### src/rtl/logic16_pkg.sv
// Shared types and constants for the logic16 arbiter slice.
package logic16_pkg;

  localparam int unsigned NREQ = 4;

  typedef enum logic [1:0] {
    OP_AND = 2'b00,
    OP_OR  = 2'b01,
    OP_NOT = 2'b10,
    OP_XOR = 2'b11
  } op_e;

  typedef enum logic [1:0] {
    IDLE = 2'b00,
    EXEC = 2'b01,
    RESP = 2'b10
  } state_e;

endpackage

### src/rtl/rr_arbiter4.sv
// Four-way round-robin winner search, purely combinational.
module rr_arbiter4
  import logic16_pkg::*;
(
  input  logic [NREQ-1:0] request,
  input  logic [1:0]      last_grant,
  output logic            any,
  output logic [1:0]      grant
);

  logic [1:0] idx;
  logic       found;

  // Scan last_grant+1 .. last_grant+4 (mod 4); the first active request wins.
  always_comb begin
    any   = |request;
    grant = last_grant;
    idx   = '0;
    found = 1'b0;
    for (int unsigned i = 1; i <= NREQ; i++) begin
      idx = last_grant + 2'(i);
      if (!found && request[idx]) begin
        grant = idx;
        found = 1'b1;
      end
    end
  end

endmodule

### src/rtl/logic16_arbiter.sv
// Round-robin arbitrated bitwise logic unit: grant, execute, respond.
module logic16_arbiter
  import logic16_pkg::*;
#(
  parameter int WIDTH = 16
) (
  input  logic                   clk,
  input  logic                   rst_n,
  input  logic [NREQ-1:0]        req_valid,
  output logic [NREQ-1:0]        req_ready,
  input  logic [NREQ*WIDTH-1:0]  req_a,
  input  logic [NREQ*WIDTH-1:0]  req_b,
  input  logic [2*NREQ-1:0]      req_op,
  output logic                   resp_valid,
  input  logic                   resp_ready,
  output logic [1:0]             resp_id,
  output logic [WIDTH-1:0]       resp_data,
  output logic                   busy,
  output logic [15:0]            op_count
);

  state_e           state, state_nxt;
  logic [1:0]       last_grant;
  logic [1:0]       grant;
  logic             any;
  logic             accept;
  logic [1:0]       cap_id;
  logic [WIDTH-1:0] cap_a, cap_b;
  op_e              cap_op;
  logic [WIDTH-1:0] result;
  logic [WIDTH-1:0] resp_data_q;
  logic [15:0]      op_count_q;

  rr_arbiter4 u_rr (
    .request    (req_valid),
    .last_grant (last_grant),
    .any        (any),
    .grant      (grant)
  );

  // Grant is offered only in IDLE; gating with rst_n keeps req_ready low while reset is held.
  always_comb begin
    accept    = rst_n && (state == IDLE) && any;
    req_ready = '0;
    if (accept) req_ready[grant] = 1'b1;
  end

  // State register.
  always_ff @(posedge clk or negedge rst_n) begin
    if (!rst_n) state <= IDLE;
    else        state <= state_nxt;
  end

  // Next-state logic.
  always_comb begin
    state_nxt = state;
    case (state)
      IDLE:    if (accept) state_nxt = EXEC;
      EXEC:    state_nxt = RESP;
      RESP:    if (resp_ready) state_nxt = IDLE;
      default: state_nxt = IDLE;
    endcase
  end

  // Bitwise operation on the captured operands.
  always_comb begin
    result = '0;
    case (cap_op)
      OP_AND:  result = cap_a & cap_b;
      OP_OR:   result = cap_a | cap_b;
      OP_NOT:  result = ~cap_a;
      OP_XOR:  result = cap_a ^ cap_b;
      default: result = '0;
    endcase
  end

  // Operand capture, result register, completion bookkeeping.
  always_ff @(posedge clk or negedge rst_n) begin
    if (!rst_n) begin
      cap_a       <= '0;
      cap_b       <= '0;
      cap_op      <= OP_AND;
      cap_id      <= '0;
      resp_data_q <= '0;
      op_count_q  <= '0;
      last_grant  <= 2'd3;
    end else begin
      case (state)
        IDLE: if (accept) begin
          cap_a  <= req_a[grant*WIDTH +: WIDTH];
          cap_b  <= req_b[grant*WIDTH +: WIDTH];
          cap_op <= op_e'(req_op[grant*2 +: 2]);
          cap_id <= grant;
        end
        EXEC: resp_data_q <= result;
        RESP: if (resp_ready) begin
          op_count_q <= op_count_q + 16'd1;
          last_grant <= cap_id;
        end
        default: ;
      endcase
    end
  end

  // Output decode.
  always_comb begin
    resp_valid = (state == RESP);
    resp_id    = cap_id;
    resp_data  = resp_data_q;
    busy       = (state != IDLE);
    op_count   = op_count_q;
  end

endmodule
### config.mk
export PLATFORM = sky130hd
export DESIGN_NAME = logic16_arbiter
export DESIGN_NICKNAME = d
export VERILOG_FILES = /design/src/rtl/logic16_pkg.sv /design/src/rtl/rr_arbiter4.sv /design/src/rtl/logic16_arbiter.sv
export SDC_FILE = /design/constraint.sdc
export NUM_CORES = 1
export LEC_CHECK = 0
export CAP_MARGIN = 25
export CORE_UTILIZATION = 45
export CTS_CLUSTER_DIAMETER = 150
export DETAILED_ROUTE_END_ITERATION = 12
export PLACE_DENSITY = 0.79
export SLEW_MARGIN = 20
export SYNTH_ARGS = -nofsm -noshare
export SYNTH_HDL_FRONTEND = slang
export SYNTH_SLANG_ARGS = --single-unit
### constraint.sdc
create_clock -name clk -period 2.1 [get_ports clk]
set_input_delay 0.21 -clock clk [delete_from_list [all_inputs] [get_ports clk]]
set_output_delay 0.21 -clock clk [all_outputs]
set_load 0.01 [all_outputs]
Yosys cells after proc, flatten, opt, wreduce, memory -nomap -nowiden. Cells that the tools add are included.

Input port bits: 143. Bits in registers: 72. Output and inout port bits: 40. Logic and storage cells: 70.

Muxes and demuxes: 22. Add/subtract/negate cells: 4. Order comparisons: 6. Reduce and logical (&&, ||, !) cells: 16. Bitwise logic cells: 4. Equal/unequal tests: 7. Shifts and indexed selects: 3.

Operators by type and width (count): variable part select 64 x 7 -> 16 bit (2); case mux 16 bit (4 select lines) (1); adder 16 x 1 -> 16 bit, second input constant (1); bitwise AND 16 bit (1); NOT 16 bit (1); OR 16 bit (1); XOR 16 bit (1); less-than comparator 2 x 3 -> 1 bit, second input constant (5); 2-to-1 mux 2 bit (6); binary-select mux 1 bit (select 2 bit) (4); 2-to-1 mux 1 bit (8); variable part select 8 x 4 -> 2 bit (1); equality test 2 bit, second input constant (3); logical AND 1 bit (6); case mux 2 bit (3 select lines) (1); AND reduction 2 bit (3); adder 2 bit, second input constant (2); equality test 2 x 1 -> 1 bit, second input constant (2); logical NOT 2 bit (2); 2-to-1 mux 4 bit (1); OR reduction 4 bit (1); logical NOT 1 bit (3); adder 2 x 1 -> 2 bit, second input constant (1); demux 1 bit (select 2 bit) (1); 4 further kinds (4).

Depth between registers and ports, before layout.
Depth in word-level cells: 18. Mapped depth: 7. Depth with buffers taken out: 5.

By module. A second synthesis with hierarchy kept.

Cell total of the unflattened synthesis: 393. Area total of the unflattened synthesis: 4594.4 um^2.

By module, submodules not included: logic16_arbiter (cells an instance 379, sequential area each 1804.2 um^2, instances 1, area each 4521.8 um^2); rr_arbiter4 (cells an instance 14, sequential area each 0.0 um^2, instances 1, area each 72.6 um^2).

Least setup slack after synthesis. No wires, ideal clock.

Path kind: flip-flop to flip-flop. Start point: register last_grant[1]. End point: register cap_a[4]. Buffers on the path: 2. Data required time: 1.962 ns. Slack: 0.295 ns. Library setup time: 0.138 ns. Clock period less this slack: 1.805 ns. Arrival: 1.667 ns. Cell stages (with the launch flop): 8. Path through: dfstp_2 > mux2i_1 > a21oi_1 > o21ai_0 > buf_2 > buf_2 > mux2i_1 > o221ai_1.

Cells in the longest elaborated chain, start to end: 14. Elaborated cells between the ends (all ways): 25. Classes of those cells: add/sub: 3; shift: 1; mux: 15; reduce/logical: 6.

RTL lines: from (decl) (line logic16_arbiter.sv:23) `logic [1:0] last_grant;`; from (signal assigned) (line logic16_arbiter.sv:98) `last_grant <= cap_id;`; adder 2 x 1 -> 2 bit (line rr_arbiter4.sv:21) `idx = last_grant + 2'(i);`; binary-select mux 1 bit (select 2 bit) (line rr_arbiter4.sv:22) `if (!found && request[idx]) begin`; 2-to-1 mux 1 bit (implied by the code) (line rr_arbiter4.sv:22); 2-to-1 mux 1 bit (line rr_arbiter4.sv:22); logical NOT 1 bit (line rr_arbiter4.sv:22); logical AND 1 bit (line rr_arbiter4.sv:22); 2-to-1 mux 1 bit (line rr_arbiter4.sv:22); logical NOT 1 bit (line rr_arbiter4.sv:22); logical AND 1 bit (line rr_arbiter4.sv:22); 2-to-1 mux 1 bit (line rr_arbiter4.sv:22); logical NOT 1 bit (line rr_arbiter4.sv:22); logical AND 1 bit (line rr_arbiter4.sv:22); 2-to-1 mux 2 bit * (line rr_arbiter4.sv:22); variable part select 64 x 7 -> 16 bit * (line logic16_arbiter.sv:90) `cap_a <= req_a[grant*WIDTH +: WIDTH];`; to (signal assigned) (line logic16_arbiter.sv:90); to (decl) (line logic16_arbiter.sv:28) `logic [WIDTH-1:0] cap_a, cap_b;`.

Every way passes the cells marked *; elsewhere a longest branch is shown, timed or not. The select of a mux whose other input is x is not followed. A chain may end at the register's enable or synchronous reset.

Final worst setup path.
Start point: register last_grant[1]. End point: output port req_ready[2].

Cells in the longest elaborated chain, start to end: 18. Elaborated cells between the ends (all ways): 30. Classes of those cells: add/sub: 3; order compare: 2; mux: 18; reduce/logical: 7.

RTL lines: adder 2 x 1 -> 2 bit (line rr_arbiter4.sv:21); binary-select mux 1 bit (select 2 bit) (line rr_arbiter4.sv:22); 2-to-1 mux 1 bit (implied by the code) (line rr_arbiter4.sv:22); 2-to-1 mux 1 bit (line rr_arbiter4.sv:22); logical NOT 1 bit (line rr_arbiter4.sv:22); logical AND 1 bit (line rr_arbiter4.sv:22); 2-to-1 mux 1 bit (line rr_arbiter4.sv:22); logical NOT 1 bit (line rr_arbiter4.sv:22); (+2 left out); logical NOT 1 bit (line rr_arbiter4.sv:22); logical AND 1 bit (line rr_arbiter4.sv:22); 2-to-1 mux 2 bit * (line rr_arbiter4.sv:22); less-than comparator 2 x 3 -> 1 bit (implied by the code) or greater-or-equal comparator 2 x 1 -> 1 bit (tied branches) (line logic16_arbiter.sv:45) `if (accept) req_ready[grant] = 1'b1;`; logical AND 1 bit (implied by the code) (line logic16_arbiter.sv:45); 2-to-1 mux 1 bit (implied by the code) (line logic16_arbiter.sv:45); demux 1 bit (select 2 bit) * (line logic16_arbiter.sv:45); 2-to-1 mux 4 bit * (line logic16_arbiter.sv:45); to (decl) (line logic16_arbiter.sv:10) `output logic [NREQ-1:0] req_ready,`.

Marks and branches as above.

==> flow_metrics.env <==
export IMPL_ys_seq_elements=72
export IMPL_slew_headroom=0.3953
export IMPL_routedWlPerCell_um=16.24
export IMPL_p_leak_nw=3.300
export IMPL_worstPathRequired_ns=1.89
export IMPL_vias_per_cell=5.229
export IMPL_grt_pass1_vias=4148
export IMPL_hold_ws_ns=0.09502
export IMPL_cts_root_buf="clkbuf_8"
export IMPL_cts_tree="yes"
export IMPL_layout_drive_gt1_share=0.1683
export IMPL_nets=796
export IMPL_cp_end_kind="primary output"
export IMPL_antenna_found_initial=0
export IMPL_drc=0
export IMPL_hp_class="in2async"
export IMPL_synthCells=416
export IMPL_ys_seq_area_frac=0.3853
export IMPL_hold_viol=0
export IMPL_crit_slowest_cell="dfstp_2"
export IMPL_start_util=0.4726
export IMPL_port_buffers=182
export IMPL_yosysMostFrequentCell="dfrtp_1"
export IMPL_cts_sinks=72
export IMPL_gr_total_overflow=0
export IMPL_finalMaxSlewViolations=0
export IMPL_rsz0062_at_grt="true"
export IMPL_area_growth_pct=51.35
export IMPL_yosys_warnings=0
export IMPL_cp_common_cell="buf_4"
export IMPL_cp_cell_sequence="o22ai_2, a221oi_4, buf_4, buf_4, nand2_2, nor2_1, buf_2"
export IMPL_synth_top_area_share=0.3740
export IMPL_ys_types=35
export IMPL_cts_htree_levels=3
export IMPL_crit_family="flip-flops"
export IMPL_status="completed"
export IMPL_routed_wl_mm=12.29
export IMPL_die_y_um=104.0
export IMPL_p_per_area_nw_per_um2=1168
export IMPL_yosys_top_cells_count="dfrtp_1 (70), mux2i_1 (69), inv_1 (53), nand2_1 (43), o221ai_1 (34)"
export IMPL_period_share=0.9956
export IMPL_period_needed_ns=2.091
export IMPL_num_vias=3958
export IMPL_clkLatencyLatePin_ns=0.35
export IMPL_placedCellCount=732
export IMPL_worst_pin_slew_ns=0.9071
export IMPL_gp_congestion=0.7940
export IMPL_cp_start_kind="flip-flop"
export IMPL_num_antenna_cells=0
export IMPL_std_cell_rows=36
export IMPL_grt_pass1_wl_mm=19.96
export IMPL_syn_area_um2=4683
export IMPL_fp_dieW_um=104.0
export IMPL_dieArea_um2=10820
export IMPL_ys_flop_type="dfrtp_1"
export IMPL_grtUsageTotal=0.2341
export IMPL_fmax_mhz=478.3
export IMPL_maxCapViolCount=0
export IMPL_slowest_delay_ns=0.60
export IMPL_ir_drop_mv=0.5217
export IMPL_hpwl_mm=9.153
export IMPL_setup_viol=0
export IMPL_ant_nets=0
export IMPL_cp_max_fo=5
export IMPL_critical_path_class="reg2out"
export IMPL_grt_max_degree=73
export IMPL_cts_buffer_depth=2
export IMPL_cp_arrival_ns=1.88
export IMPL_hold_buffers=0
export IMPL_num_io_pins=183
export IMPL_layout_cells_non_filler=757
export IMPL_drtIter0Drc=115
export IMPL_avgSynthCellArea_um2=11.26
export IMPL_yosysTopAreaCell="dfrtp_1"
export IMPL_fin_skew_ns=0.01084
export IMPL_nFillCells=735
export IMPL_synth_nets=592
export IMPL_drt_first_pass_iters=6
export IMPL_cts_buffers=9
export IMPL_synth_edff_count=0
export IMPL_synth_area_top_cells="dfrtp_1 (37%), mux2i_1 (15%), ha_1 (8.8%)"
export IMPL_crit_buf_inv=3
export IMPL_ys_async_sr_fraction=1.000
export IMPL_coreArea_um2=9910
export IMPL_clk_pin_slew_worst_paths_ns=0.07
==> path summary, 6_finish.rpt <==
path	startpoint	end	slack, ns	depth (start not counted)
min	rst_n	op_count[5]$_DFFE_PN0P_	0.1	2
min reg2reg	op_count[15]$_DFFE_PN0P_	op_count[15]$_DFFE_PN0P_	0.49	1
max reg2reg	last_grant[1]$_DFFE_PN1P_	cap_b[3]$_DFFE_PN0P_	0.09	7
min in group clk	rst_n	state[0]$_DFFE_PN0P_	0.31	4
max in group asynchronous	rst_n	cap_b[9]$_DFFE_PN0P_	1.38	2
max	last_grant[1]$_DFFE_PN1P_	req_ready[2]	0.009	7
==> what timing repair did <==
action / 4_1_cts / 5_1_grt
buffers inserted: 7 / 1
endpoints found under the setup margin: 4 / 10
resized for setup: 14 / 10
cloned: 0 / 2
pin swaps: 2 / 1
==> area by class of cell <==
cell class,count,area (um2),area share
clock buffer,10,137.6,0.01942
clock inverter,5,57.56,0.008120
inverter,54,202.7,0.02860
multi-input combinational,265,2574,0.3631
sequential,72,1804,0.2545
tap,133,166.4,0.02348
timing repair buffer,218,2146,0.3027
==> stage by stage <==
step	TNS (ns)	total power [mW]	instance area [um2]	worst slack, ns	utilization
after floorplan	0	5.278	4683	0.2950	-
after global placement	-1.905	6.690	6743	-0.2320	0.6804
after detailed placement	-5.582	6.936	6743	-0.2922	0.6804
after CTS	-0.06740	8.167	7012	-0.06393	0.7076
after global routing	-0.1057	8.905	7088	-0.05454	0.7153
final	0	8.281	7088	0.009213	0.7153
==> cell usage in the layout (no fill, tap or decap), types with 2 or more instances in the layout <==
| cell | synthesis | layout |
|---|---|---|
| clkbuf_8 | 0 | 10 |
| mux2i_2 | 0 | 3 |
| nor2_1 | 6 | 6 |
| mux2_2 | 19 | 19 |
| nand2b_1 | 3 | 2 |
| dfstp_2 | 2 | 2 |
| and3_1 | 2 | 2 |
| mux2i_1 | 69 | 66 |
| o221ai_1 | 34 | 34 |
| nand4_1 | 4 | 4 |
| nand3_1 | 5 | 5 |
| inv_1 | 53 | 53 |
| dfrtp_1 | 70 | 70 |
| clkbuf_16 | 0 | 2 |
| buf_12 | 0 | 2 |
| nand2_1 | 43 | 43 |
| mux4_2 | 16 | 16 |
| dlygate4sd2_1 | 0 | 2 |
| xor2_1 | 3 | 3 |
| xnor2_1 | 12 | 12 |
| clkinvlp_4 | 0 | 3 |
| buf_4 | 0 | 31 |
| buf_6 | 7 | 2 |
| ha_1 | 33 | 33 |
| clkdlybuf4s50_1 | 0 | 175 |
==> worst reg2reg max path, delay by kind of cell (launching register included) <==
| kind | cells | cell delay (ns) |
|---|---|---|
| DFF | 1 | 0.60 |
| muxes | 2 | 0.51 |
| buffers and inverters | 2 | 0.40 |
| AOI/OAI and AO/OA | 3 | 0.37 |
==> state kept, by name (all words and copies together), names as in the netlist <==
name / cells
cap_a: 16
cap_b: 16
cap_op: 2
last_grant: 2
op_count: 16
resp_data: 16
resp_id: 2
state: 2
==> logic make-up after synthesis <==
family / Yosys count / synth area share
buffers and inverters: 79 / 0.07748
multiplexers: 104 / 0.2701
adder cells (fa/ha/maj): 33 / 0.08817
flip-flops: 72 / 0.3853
AND/OR/NAND/NOR: 70 / 0.06893
AO/OA/AOI/OAI: 43 / 0.08202
XOR/XNOR: 15 / 0.02805
==> layer usage <==
metal	global-route usage	part of all wire	vias up
li1	-	-	1883
met1	0.2905	0.42	1907
met2	0.4095	0.51	148
met3	0.03571	0.052	20
met4	0.08980	0.021	0
met5	0	0	-
==> power by group <==
group | internal [mW] | leakage (nW) | switching [mW]
Sequential | 1.97 | 0.905 | 0.528
Clock | 0.572 | 0.0904 | 0.520
Combinational | 2.66 | 2.30 | 2.03
Note: power is estimated with default switching activity, not from simulation.
